--- config.mk ---
export PLATFORM = sky130hd
export DESIGN_NAME = dot_product_sequencer_flat
export DESIGN_NICKNAME = d
export VERILOG_FILES = /design/src/rtl/dot_product_sequencer_if.sv /design/src/rtl/dot_product_sequencer.sv /design/src/flat_wrapper.sv
export SDC_FILE = /design/constraint.sdc
export NUM_CORES = 1
export LEC_CHECK = 0
export CAP_MARGIN = 15
export CORE_MARGIN = 2
export CORE_UTILIZATION = 35
export DETAILED_ROUTE_END_ITERATION = 7
export MAX_ROUTING_LAYER = met4
export PLACE_DENSITY = 0.61
export SYNTH_ARGS = -nofsm -noshare
export SYNTH_HDL_FRONTEND = slang
export SYNTH_SLANG_ARGS = --single-unit
--- constraint.sdc ---
create_clock -name clock -period 9.6 [get_ports clock]
set_input_delay 1.44 -clock clock [delete_from_list [all_inputs] [get_ports clock]]
set_output_delay 1.44 -clock clock [all_outputs]
set_load 0.005 [all_outputs]
--- src/rtl/dot_product_sequencer_if.sv ---
// Bundle of the dot_product_sequencer request, memory read-port and result handshake signals.
// The sequencer side uses the slave modport; the driver/memory side uses master.
interface dot_product_sequencer_if;
  logic        start;
  logic [3:0]  sector_a;
  logic [3:0]  sector_b;
  logic        busy;
  logic [3:0]  read_add_1;
  logic [3:0]  read_add_2;
  logic [3:0]  read_sector_selector_1;
  logic [3:0]  read_sector_selector_2;
  logic [15:0] read_data_1;
  logic [15:0] read_data_2;
  logic [15:0] result;
  logic        result_valid;
  logic        result_ready;
  logic        overflow;

  modport slave (
    input  start, sector_a, sector_b, read_data_1, read_data_2, result_ready,
    output busy, read_add_1, read_add_2, read_sector_selector_1, read_sector_selector_2,
           result, result_valid, overflow
  );

  modport master (
    output start, sector_a, sector_b, read_data_1, read_data_2, result_ready,
    input  busy, read_add_1, read_add_2, read_sector_selector_1, read_sector_selector_2,
           result, result_valid, overflow
  );
endinterface

--- src/rtl/dot_product_sequencer.sv ---
// Streams two vectors from the dual-port sector memory, accumulates their signed Q products,
// then rescales/saturates to 16 bits. Define DOT_PRODUCT_RELU_EN to zero negative results.
module dot_product_sequencer #(
  parameter int unsigned VEC_LEN      = 16,
  parameter int unsigned FRAC_BITS    = 8,
  parameter int unsigned READ_LATENCY = 1,
  parameter int unsigned ACC_WIDTH    = 40
) (
  input logic                    clock,
  input logic                    reset,
  dot_product_sequencer_if.slave bus
);

  typedef enum logic [2:0] {StIdle, StIssue, StDrain, StScale, StDone} state_e;

  localparam int unsigned DrainW = (READ_LATENCY > 1) ? $clog2(READ_LATENCY) : 1;
  localparam logic signed [ACC_WIDTH-1:0] SatMax = ACC_WIDTH'(32767);
  localparam logic signed [ACC_WIDTH-1:0] SatMin = ~SatMax;
  localparam logic [3:0] LastIdx = 4'(VEC_LEN - 1);
  localparam logic [DrainW-1:0] LastDrain = DrainW'(READ_LATENCY - 1);

  state_e                      state_q, state_d;
  logic [3:0]                  counter_q, counter_d;
  logic [3:0]                  sec_a_q, sec_a_d;
  logic [3:0]                  sec_b_q, sec_b_d;
  logic [DrainW-1:0]           drain_q, drain_d;
  logic [READ_LATENCY-1:0]     pipe_q, pipe_d;
  logic signed [ACC_WIDTH-1:0] acc_q, acc_d;
  logic [15:0]                 result_q, result_d;
  logic                        overflow_q, overflow_d;

  logic                        issue;
  logic [READ_LATENCY:0]       pipe_ext;
  logic signed [31:0]          op_a, op_b, product;
  logic signed [ACC_WIDTH-1:0] shifted;
  logic [15:0]                 sat;
  logic                        clamp;

  // Arithmetic datapath: product of the arriving pair and the saturated, rescaled sum.
  always_comb begin
    op_a    = {{16{bus.read_data_1[15]}}, bus.read_data_1};
    op_b    = {{16{bus.read_data_2[15]}}, bus.read_data_2};
    product = op_a * op_b;
    shifted = acc_q >>> FRAC_BITS;
    sat     = shifted[15:0];
    clamp   = 1'b0;
    if (shifted > SatMax) begin
      sat   = 16'h7fff;
      clamp = 1'b1;
    end else if (shifted < SatMin) begin
      sat   = 16'h8000;
      clamp = 1'b1;
    end
`ifdef DOT_PRODUCT_RELU_EN
    if (sat[15]) begin
      sat = 16'h0000;
    end
`endif
  end

  always_comb begin
    state_d    = state_q;
    counter_d  = counter_q;
    sec_a_d    = sec_a_q;
    sec_b_d    = sec_b_q;
    drain_d    = drain_q;
    acc_d      = acc_q;
    result_d   = result_q;
    overflow_d = overflow_q;
    issue      = 1'b0;

    // Oldest pipe slot marks the cycle its read data is on the bus.
    if (pipe_q[READ_LATENCY-1]) begin
      acc_d = acc_q + {{(ACC_WIDTH-32){product[31]}}, product};
    end

    unique case (state_q)
      StIdle: begin
        if (bus.start) begin
          state_d   = StIssue;
          sec_a_d   = bus.sector_a;
          sec_b_d   = bus.sector_b;
          counter_d = '0;
          acc_d     = '0;
        end
      end
      StIssue: begin
        issue = 1'b1;
        if (counter_q == LastIdx) begin
          state_d = StDrain;
          drain_d = '0;
        end else begin
          counter_d = counter_q + 4'd1;
        end
      end
      StDrain: begin
        if (drain_q == LastDrain) begin
          state_d = StScale;
        end else begin
          drain_d = drain_q + DrainW'(1);
        end
      end
      StScale: begin
        result_d   = sat;
        overflow_d = clamp;
        state_d    = StDone;
      end
      StDone: begin
        if (bus.result_ready) begin
          state_d = StIdle;
        end
      end
      default: state_d = StIdle;
    endcase

    pipe_ext = {pipe_q, issue};
    pipe_d   = pipe_ext[READ_LATENCY-1:0];
  end

  always_ff @(posedge clock) begin
    if (reset) begin
      state_q    <= StIdle;
      counter_q  <= '0;
      sec_a_q    <= '0;
      sec_b_q    <= '0;
      drain_q    <= '0;
      pipe_q     <= '0;
      acc_q      <= '0;
      result_q   <= '0;
      overflow_q <= 1'b0;
    end else begin
      state_q    <= state_d;
      counter_q  <= counter_d;
      sec_a_q    <= sec_a_d;
      sec_b_q    <= sec_b_d;
      drain_q    <= drain_d;
      pipe_q     <= pipe_d;
      acc_q      <= acc_d;
      result_q   <= result_d;
      overflow_q <= overflow_d;
    end
  end

  // Address and selectors come straight from state, so they hold through DRAIN.
  assign bus.busy                   = (state_q != StIdle);
  assign bus.read_add_1             = counter_q;
  assign bus.read_add_2             = counter_q;
  assign bus.read_sector_selector_1 = sec_a_q;
  assign bus.read_sector_selector_2 = sec_b_q;
  assign bus.result                 = result_q;
  assign bus.overflow               = overflow_q;
  assign bus.result_valid           = (state_q == StDone);

endmodule

--- src/flat_wrapper.sv ---
// flat-port wrapper written by rule: the top's interface ports become plain ports
module dot_product_sequencer_flat 
#(
  parameter int unsigned VEC_LEN      = 16,
  parameter int unsigned FRAC_BITS    = 8,
  parameter int unsigned READ_LATENCY = 1,
  parameter int unsigned ACC_WIDTH    = 40
)
  (clock, reset, bus_start, bus_sector_a, bus_sector_b, bus_read_data_1, bus_read_data_2, bus_result_ready, bus_busy, bus_read_add_1, bus_read_add_2, bus_read_sector_selector_1, bus_read_sector_selector_2, bus_result, bus_result_valid, bus_overflow);
  dot_product_sequencer_if bus_i ();
  input logic clock;
  input logic reset;
  input wire logic [$bits(bus_i.start)-1:0] bus_start;
  input wire logic [$bits(bus_i.sector_a)-1:0] bus_sector_a;
  input wire logic [$bits(bus_i.sector_b)-1:0] bus_sector_b;
  input wire logic [$bits(bus_i.read_data_1)-1:0] bus_read_data_1;
  input wire logic [$bits(bus_i.read_data_2)-1:0] bus_read_data_2;
  input wire logic [$bits(bus_i.result_ready)-1:0] bus_result_ready;
  output wire logic [$bits(bus_i.busy)-1:0] bus_busy;
  output wire logic [$bits(bus_i.read_add_1)-1:0] bus_read_add_1;
  output wire logic [$bits(bus_i.read_add_2)-1:0] bus_read_add_2;
  output wire logic [$bits(bus_i.read_sector_selector_1)-1:0] bus_read_sector_selector_1;
  output wire logic [$bits(bus_i.read_sector_selector_2)-1:0] bus_read_sector_selector_2;
  output wire logic [$bits(bus_i.result)-1:0] bus_result;
  output wire logic [$bits(bus_i.result_valid)-1:0] bus_result_valid;
  output wire logic [$bits(bus_i.overflow)-1:0] bus_overflow;
  assign bus_i.start = bus_start;
  assign bus_i.sector_a = bus_sector_a;
  assign bus_i.sector_b = bus_sector_b;
  assign bus_i.read_data_1 = bus_read_data_1;
  assign bus_i.read_data_2 = bus_read_data_2;
  assign bus_i.result_ready = bus_result_ready;
  assign bus_busy = bus_i.busy;
  assign bus_read_add_1 = bus_i.read_add_1;
  assign bus_read_add_2 = bus_i.read_add_2;
  assign bus_read_sector_selector_1 = bus_i.read_sector_selector_1;
  assign bus_read_sector_selector_2 = bus_i.read_sector_selector_2;
  assign bus_result = bus_i.result;
  assign bus_result_valid = bus_i.result_valid;
  assign bus_overflow = bus_i.overflow;
  dot_product_sequencer #(.VEC_LEN(VEC_LEN), .FRAC_BITS(FRAC_BITS), .READ_LATENCY(READ_LATENCY), .ACC_WIDTH(ACC_WIDTH)) u_core (.clock(clock), .reset(reset), .bus(bus_i));
endmodule
* Word level (Yosys, flattened, before mapping)
Index checks and enable logic that the tools add are counted.
** Word-level totals
- Flip-flop bits (word level) :: 74
- Bits of input ports :: 44
- Output and inout port bits :: 35
- Logic and storage cells :: 52
** Cells by class
- $add $sub $neg :: 3
- $mul :: 1
- $lt $le $gt $ge :: 2
- Equality and inequality tests :: 10
- Mux-type cells :: 19
- Reduce and logical (&&, ||, !) cells :: 8
** Operator list (number)
- $mux W40 :: 3
- $add A40 B40 Y40 :: 1
- $gt A32 B16 Y1 const B :: 1
- $lt A32 B16 Y1 const B :: 1
- $mul A16 B16 Y32 :: 1
- $mux W16 :: 2
- $pmux W3 S5 :: 1
- $mux W3 :: 4
- $mux W4 :: 2
- $ne A2 B2 Y1 const B :: 4
- $pmux W4 S2 :: 1
- $eq A3 B2 Y1 const B :: 2
- $mux W1 :: 5
- $add A4 B1 Y4 const B :: 1
- $eq A4 B4 Y1 const B :: 1
- $reduce_and A2 Y1 :: 2
- $reduce_and A4 Y1 :: 1
- $reduce_bool A2 Y1 :: 2
- $eq A3 B1 Y1 const B :: 1
- $eq A3 B3 Y1 const B :: 1
- $logic_not A3 Y1 :: 1
- $reduce_and A3 Y1 :: 1
- $reduce_bool A3 Y1 :: 1
- $ne A2 B1 Y1 const B :: 1
- other kinds (2) :: 2

* Logic depth before layout (Yosys ltp)
- Word-level depth :: 5
- Depth in mapped cells :: 38
- Mapped depth without buffers :: 37

* Worst setup path before layout
Ideal clock, no wire load.
- Kind :: input -> register
- From :: input port bus_read_data_2[6]
- To :: register u_core.acc_q[39]
- Setup time :: 72 ps
- Arrival time :: 9053 ps
- Data required time :: 9528 ps
- Slack :: 476 ps
- Stages on the path :: 34
- Buffers on the path :: 1
- Cell sequence :: clkbuf_1 > and2_1 > fa_1 > inv_1 > fa_1 > fa_1 > inv_1 > fa_1 > fa_1 > inv_1 > fa_1 > inv_1 > ha_1 > a21oi_1 > o21ai_0 > a21o_1 > o31ai_4 > nor2b_1 > nand2_1 > a31o_2 > a21oi_1 > xnor2_1 > ha_1 > and2_1 > nand3_1 > or2_2 > o22ai_1 > inv_1 > o41ai_2 > o21ai_1 > o311a_1 > or3b_1 > mux2i_1 > mux2i_1
** Between the ends
- Longest elaborated chain between the ends :: 5
** Ends and longest elaborated chain
- from (decl) :: line flat_wrapper.sv:17 : input wire logic [$bits(bus_i.read_data_2)-1:0] bus_read_data_2;
- $mul A16 B16 Y32 * :: line dot_product_sequencer.sv:43 : product = op_a * op_b;
- $add A40 B40 Y40 * :: line dot_product_sequencer.sv:74 : acc_d = acc_q + {{(ACC_WIDTH-32){product[31]}}, product};
- $mux W40 * :: line dot_product_sequencer.sv:73 : if (pipe_q[READ_LATENCY-1]) begin
- $mux W40 :: line dot_product_sequencer.sv:79 : if (bus.start) begin
- $mux W40 * :: line dot_product_sequencer.sv:77 : unique case (state_q)
- to (signal assigned) :: line dot_product_sequencer.sv:128 : acc_q <= '0;
- to (signal assigned) :: line dot_product_sequencer.sv:138 : acc_q <= acc_d;
- to (decl) :: line dot_product_sequencer.sv:28 : logic signed [ACC_WIDTH-1:0] acc_q, acc_d;
Mark *: on every way between the ends. The rest lies on a longest branch, timed or not.
A chain may end at the register's enable or synchronous reset.

* Worst setup path after layout
- From :: input port bus_read_data_1[2]
- To :: register u_core.acc_q[39]
** Between the ends
- Longest elaborated chain between the ends :: 5
** Ends and longest elaborated chain
- from (decl) :: line flat_wrapper.sv:16 : input wire logic [$bits(bus_i.read_data_1)-1:0] bus_read_data_1;
- $mul A16 B16 Y32 * :: line dot_product_sequencer.sv:43
- $add A40 B40 Y40 * :: line dot_product_sequencer.sv:74
- $mux W40 * :: line dot_product_sequencer.sv:73
- $mux W40 :: line dot_product_sequencer.sv:79
- $mux W40 * :: line dot_product_sequencer.sv:77
Marked as above.

==> results by stage <==
Route:
- The length of the first detailed-routing pass in iterations is 5.
- After detailed routing, the total wire length is ~33000 µm.
- After detailed routing, the number of remaining DRC violations is 0.
- Dividing the detail-routed wire length by the instance count gives 13.8 µm.
- After the first detailed-routing iteration, the DRC count stood at 441.
- The count of nets left with antenna violations after detail routing is 0.
- Dividing the detail-routed via count by the number of cells gives 4.80.
- The routed layout has 11300 vias.

Setup path:
- STA classifies the critical path endpoint as a flip-flop.
- The cell family contributing the most delay on the critical path is adder cells.
- In this run the number of cells on the critical path is 34.
- The number of cells on the worst reg-to-reg path is 14.
- The required arrival time at the worst endpoint is a little under 10 ns.
- In this design, the stage delay of the slowest critical-path cell is approximately 0.55 ns.
- Data arrives at the worst endpoint at between 9 and 10 ns.
- The worst setup path is of the input port to flip-flop kind.
- The critical-path cell with the highest stage delay is sky130_fd_sc_hd__fa_1.
- Of all nets on the critical path, the largest fanout is 6.
- The origin of the critical flop-to-flop path is u_core.acc_q[0]$_SDFF_PP0_.
- The number of buffers and inverters on the critical path is 7.
- The critical path startpoint category is an input port.
- The worst setup path startpoint is bus_read_data_1[2].

Run:
- Across the run, the number of max-cap violations was 0.

Floorplanning:
- During I/O placement, the number of pins put on the boundary was slightly below 80.
- In this run the vertical extent of the chip is 208 µm.
- The floorplan step set the die width to 208 µm.
- The site row count is between 70 and 80.
- The initial utilization of the core area, before any placement, comes to about 35%.
- The standard cell core area is about 0.04 mm².
- The die covers about 0.043 mm².

Yosys:
- The instance count of the mapped netlist is ~1600.
- The flip-flop and latch count after synthesis is 73.
- The synthesized netlist occupies a cell area of roughly 0.015 mm².
- The number of enable flip-flop cells after synthesis is 0.
- The net count after synthesis is roughly 2100.
- The leading register cell type out of synthesis is sky130_fd_sc_hd__dfxtp_1.
- The area fraction of the dominant cell type after synthesis is between 30 and 40%.
- Yosys attributes the largest share of cell area to sky130_fd_sc_hd__fa_1, sky130_fd_sc_hd__ha_1, sky130_fd_sc_hd__dfxtp_1.
- In this run the mean area of a mapped cell was about 9 µm².
- The number of distinct library cell variants in the gate-level netlist after synthesis is 65.
- The synthesis warning total is 0.
- The cell type with the largest total area after synthesis is sky130_fd_sc_hd__fa_1.
- For this run, asynchronously set or reset flops after synthesis account for 0%.
- The post-synthesis sequential area ratio is around a tenth.

Cells and area:
- The post-route netlist has 11.1% of its cells at a drive strength greater than 1.
- The register area is around 0.0015 mm².
- The fill cell total of the finished layout is 4069.
- Compared with the post-synthesis result, the final layout area differs by 19.1%.
- The post-layout instance count excluding filler cells is approximately 2400.
- The top cell types in the final layout, fill and taps aside, are sky130_fd_sc_hd__inv_1, sky130_fd_sc_hd__fa_1, sky130_fd_sc_hd__nand2_1.
- Summing all multi-input logic gate instances after layout gives roughly 0.012 mm².
- For this run, the post-layout net count is 2251.
- The most common cell after layout, fill and taps aside is sky130_fd_sc_hd__inv_1.
- The final antenna diode count is 0.

Placement:
- At the end of routability-driven placement, the weighted congestion stood at roughly 0.9.
- The cell total after placement is between 2000 and 2500.
- The count of input and output buffers is 78.
- The worst setup timing slack at the placement stage is -0.420 ns.
- Detailed placement ended at an HPWL of 28300 µm.

Clock network:
- The clock passes through at most 2 buffers.
- The number of clock buffers added by TritonCTS is 9.
- The TritonCTS clock tree is built.
- The H-tree was split into 3 levels.
- The source-to-sink clock delay at the later pin of the worst-skew pair is 0.34 ns.
- Hold repair after CTS inserted 0 buffers.
- The CTS sink count is 73.
- After clock tree synthesis, the clock-pin slew on the worst setup and hold paths is 0.06 ns.
- CTS placed an instance of sky130_fd_sc_hd__clkbuf_16 at the clock tree root.

STA:
- The final-report setup violation count is 0.
- The period utilization is between 90% and 100%.
- For the pin with the worst max-slew slack, the measured transition is approximately 0.99 ns.
- The number of pins exceeding their max-slew limit in the final report was 0.
- Summed over all failing endpoints, the final setup total negative slack is 0 ns.
- The hold violation total from the final report is 0.
- The maximum clock skew at final layout is 0.0164 ns.
- Static timing analysis puts the maximum clock frequency at 108 MHz.
- For the finished layout, the period the worst path requires is roughly 9.2 ns.
- Across all setup checks in the final design, the least slack found is between 0.3 and 0.4 ns.
- Hold timing on the final database bottoms out at a slack of about 0.45 ns.
- Measured against its own limit, the worst slew margin works out to 34.3%.

Global routing:
- For this run the aggregate overflow at the end of global routing stands at 0.
- The global router's overall resource usage is roughly 16%.
- The number of antenna violations at the first check in global routing is 0.
- The number of global-route vias before repair came to approximately 12000.
- The pin count of the biggest net entering global routing is slightly above 50.
- The first global-routing pass estimated approximately 57000 µm of wire.

Min path:
- Along the worst hold path, the cell count comes to 2.
- The class of the worst hold path is flip-flop to flip-flop.
- The startpoint identified for the worst hold timing path is u_core.bus.result[7]$_SDFFE_PP0P_.

Run status:
- The run finished with clean final reports.
## per-layer routing
metal  track usage (%)  wire length (µm)
met1              19.8             13900
met2              29.1             17600
met3              1.65               667
met4              2.47               379
met5                 -                 0
## cell families after synthesis
kind of cell | share of synthesized area (%)
xor gates and xnor gates | 4.40
adders and majority gates | 46.9
and+or+nand+nor | 15.7
muxes | 2.42
DFF | 10.1
buffers and inverters | 9.99
AOI/OAI and AO/OA | 10.5
## state kept, by name, indices dropped and copies added, names as in the netlist
signal / count
u_core.state_q: 3
u_core.bus.overflow: 1
u_core.pipe_q: 1
u_core.bus.read_sector_selector_2: 4
u_core.bus.read_sector_selector_1: 4
u_core.acc_q: 40
u_core.bus.result: 16
u_core.bus.read_add_1: 4
## cell usage after synthesis, types with 25 or more instances
cell	instances
sky130_fd_sc_hd__inv_1	319
sky130_fd_sc_hd__fa_1	263
sky130_fd_sc_hd__nand2_1	174
sky130_fd_sc_hd__and2_1	129
sky130_fd_sc_hd__ha_1	124
sky130_fd_sc_hd__a21oi_1	83
sky130_fd_sc_hd__nor2_1	80
sky130_fd_sc_hd__dfxtp_1	73
sky130_fd_sc_hd__xnor2_1	57
sky130_fd_sc_hd__clkbuf_1	53
sky130_fd_sc_hd__o21ai_0	36
sky130_fd_sc_hd__mux2i_1	34
sky130_fd_sc_hd__a21o_1	25
## stage by stage
stage          utilization (%)  area, µm²
2_1_floorplan                -      14500
3_3_place_gp              41.2      16800
3_5_place_dp              41.2      16800
4_1_cts                   41.8      17100
5_1_grt                   42.3      17300
6_report                  42.3      17300
## path summary, 6_finish.rpt
| kind | endpoint | slack, ns |
|---|---|---|
| hold reg to reg | u_core.bus.result[7]$_SDFFE_PP0P_ | 0.45 |
| setup / recovery | u_core.acc_q[39]$_SDFF_PP0_ | 0.36 |
| hold / removal | u_core.bus.result[7]$_SDFFE_PP0P_ | 0.45 |
| setup reg to reg | u_core.acc_q[26]$_SDFF_PP0_ | 5.95 |
## worst register-to-register path, delay by kind of cell, from the launching register on
| kind | cells | cell delay, ns |
|---|---|---|
| buffers and inverters | 1 | 0.06 |
| adder cells (fa/ha/maj) | 2 | 0.60 |
| flip-flops | 1 | 0.33 |
| AND/OR/NAND/NOR | 3 | 0.86 |
| AO/OA/AOI/OAI | 8 | 1.77 |
## cell type report
cell class | count | share of cell area (%)
Multi-Input combinational cell | 1190 | 67.8
Timing Repair Buffer | 227 | 11.5
Sequential cell | 73 | 8.46
Inverter | 319 | 6.92
Tap cell | 532 | 3.85
Clock buffer | 11 | 1.35
Clock inverter | 5 | 0.181
## timing repair
action,CTS,global route
pin swaps,1,13
setup endpoints to repair,2,10
cloned,0,1
gates resized for setup,3,38
setup buffers,0,3
Power is not shown: default switching activity piles up to over one toggle a cycle in this logic, so the estimate is an artifact.
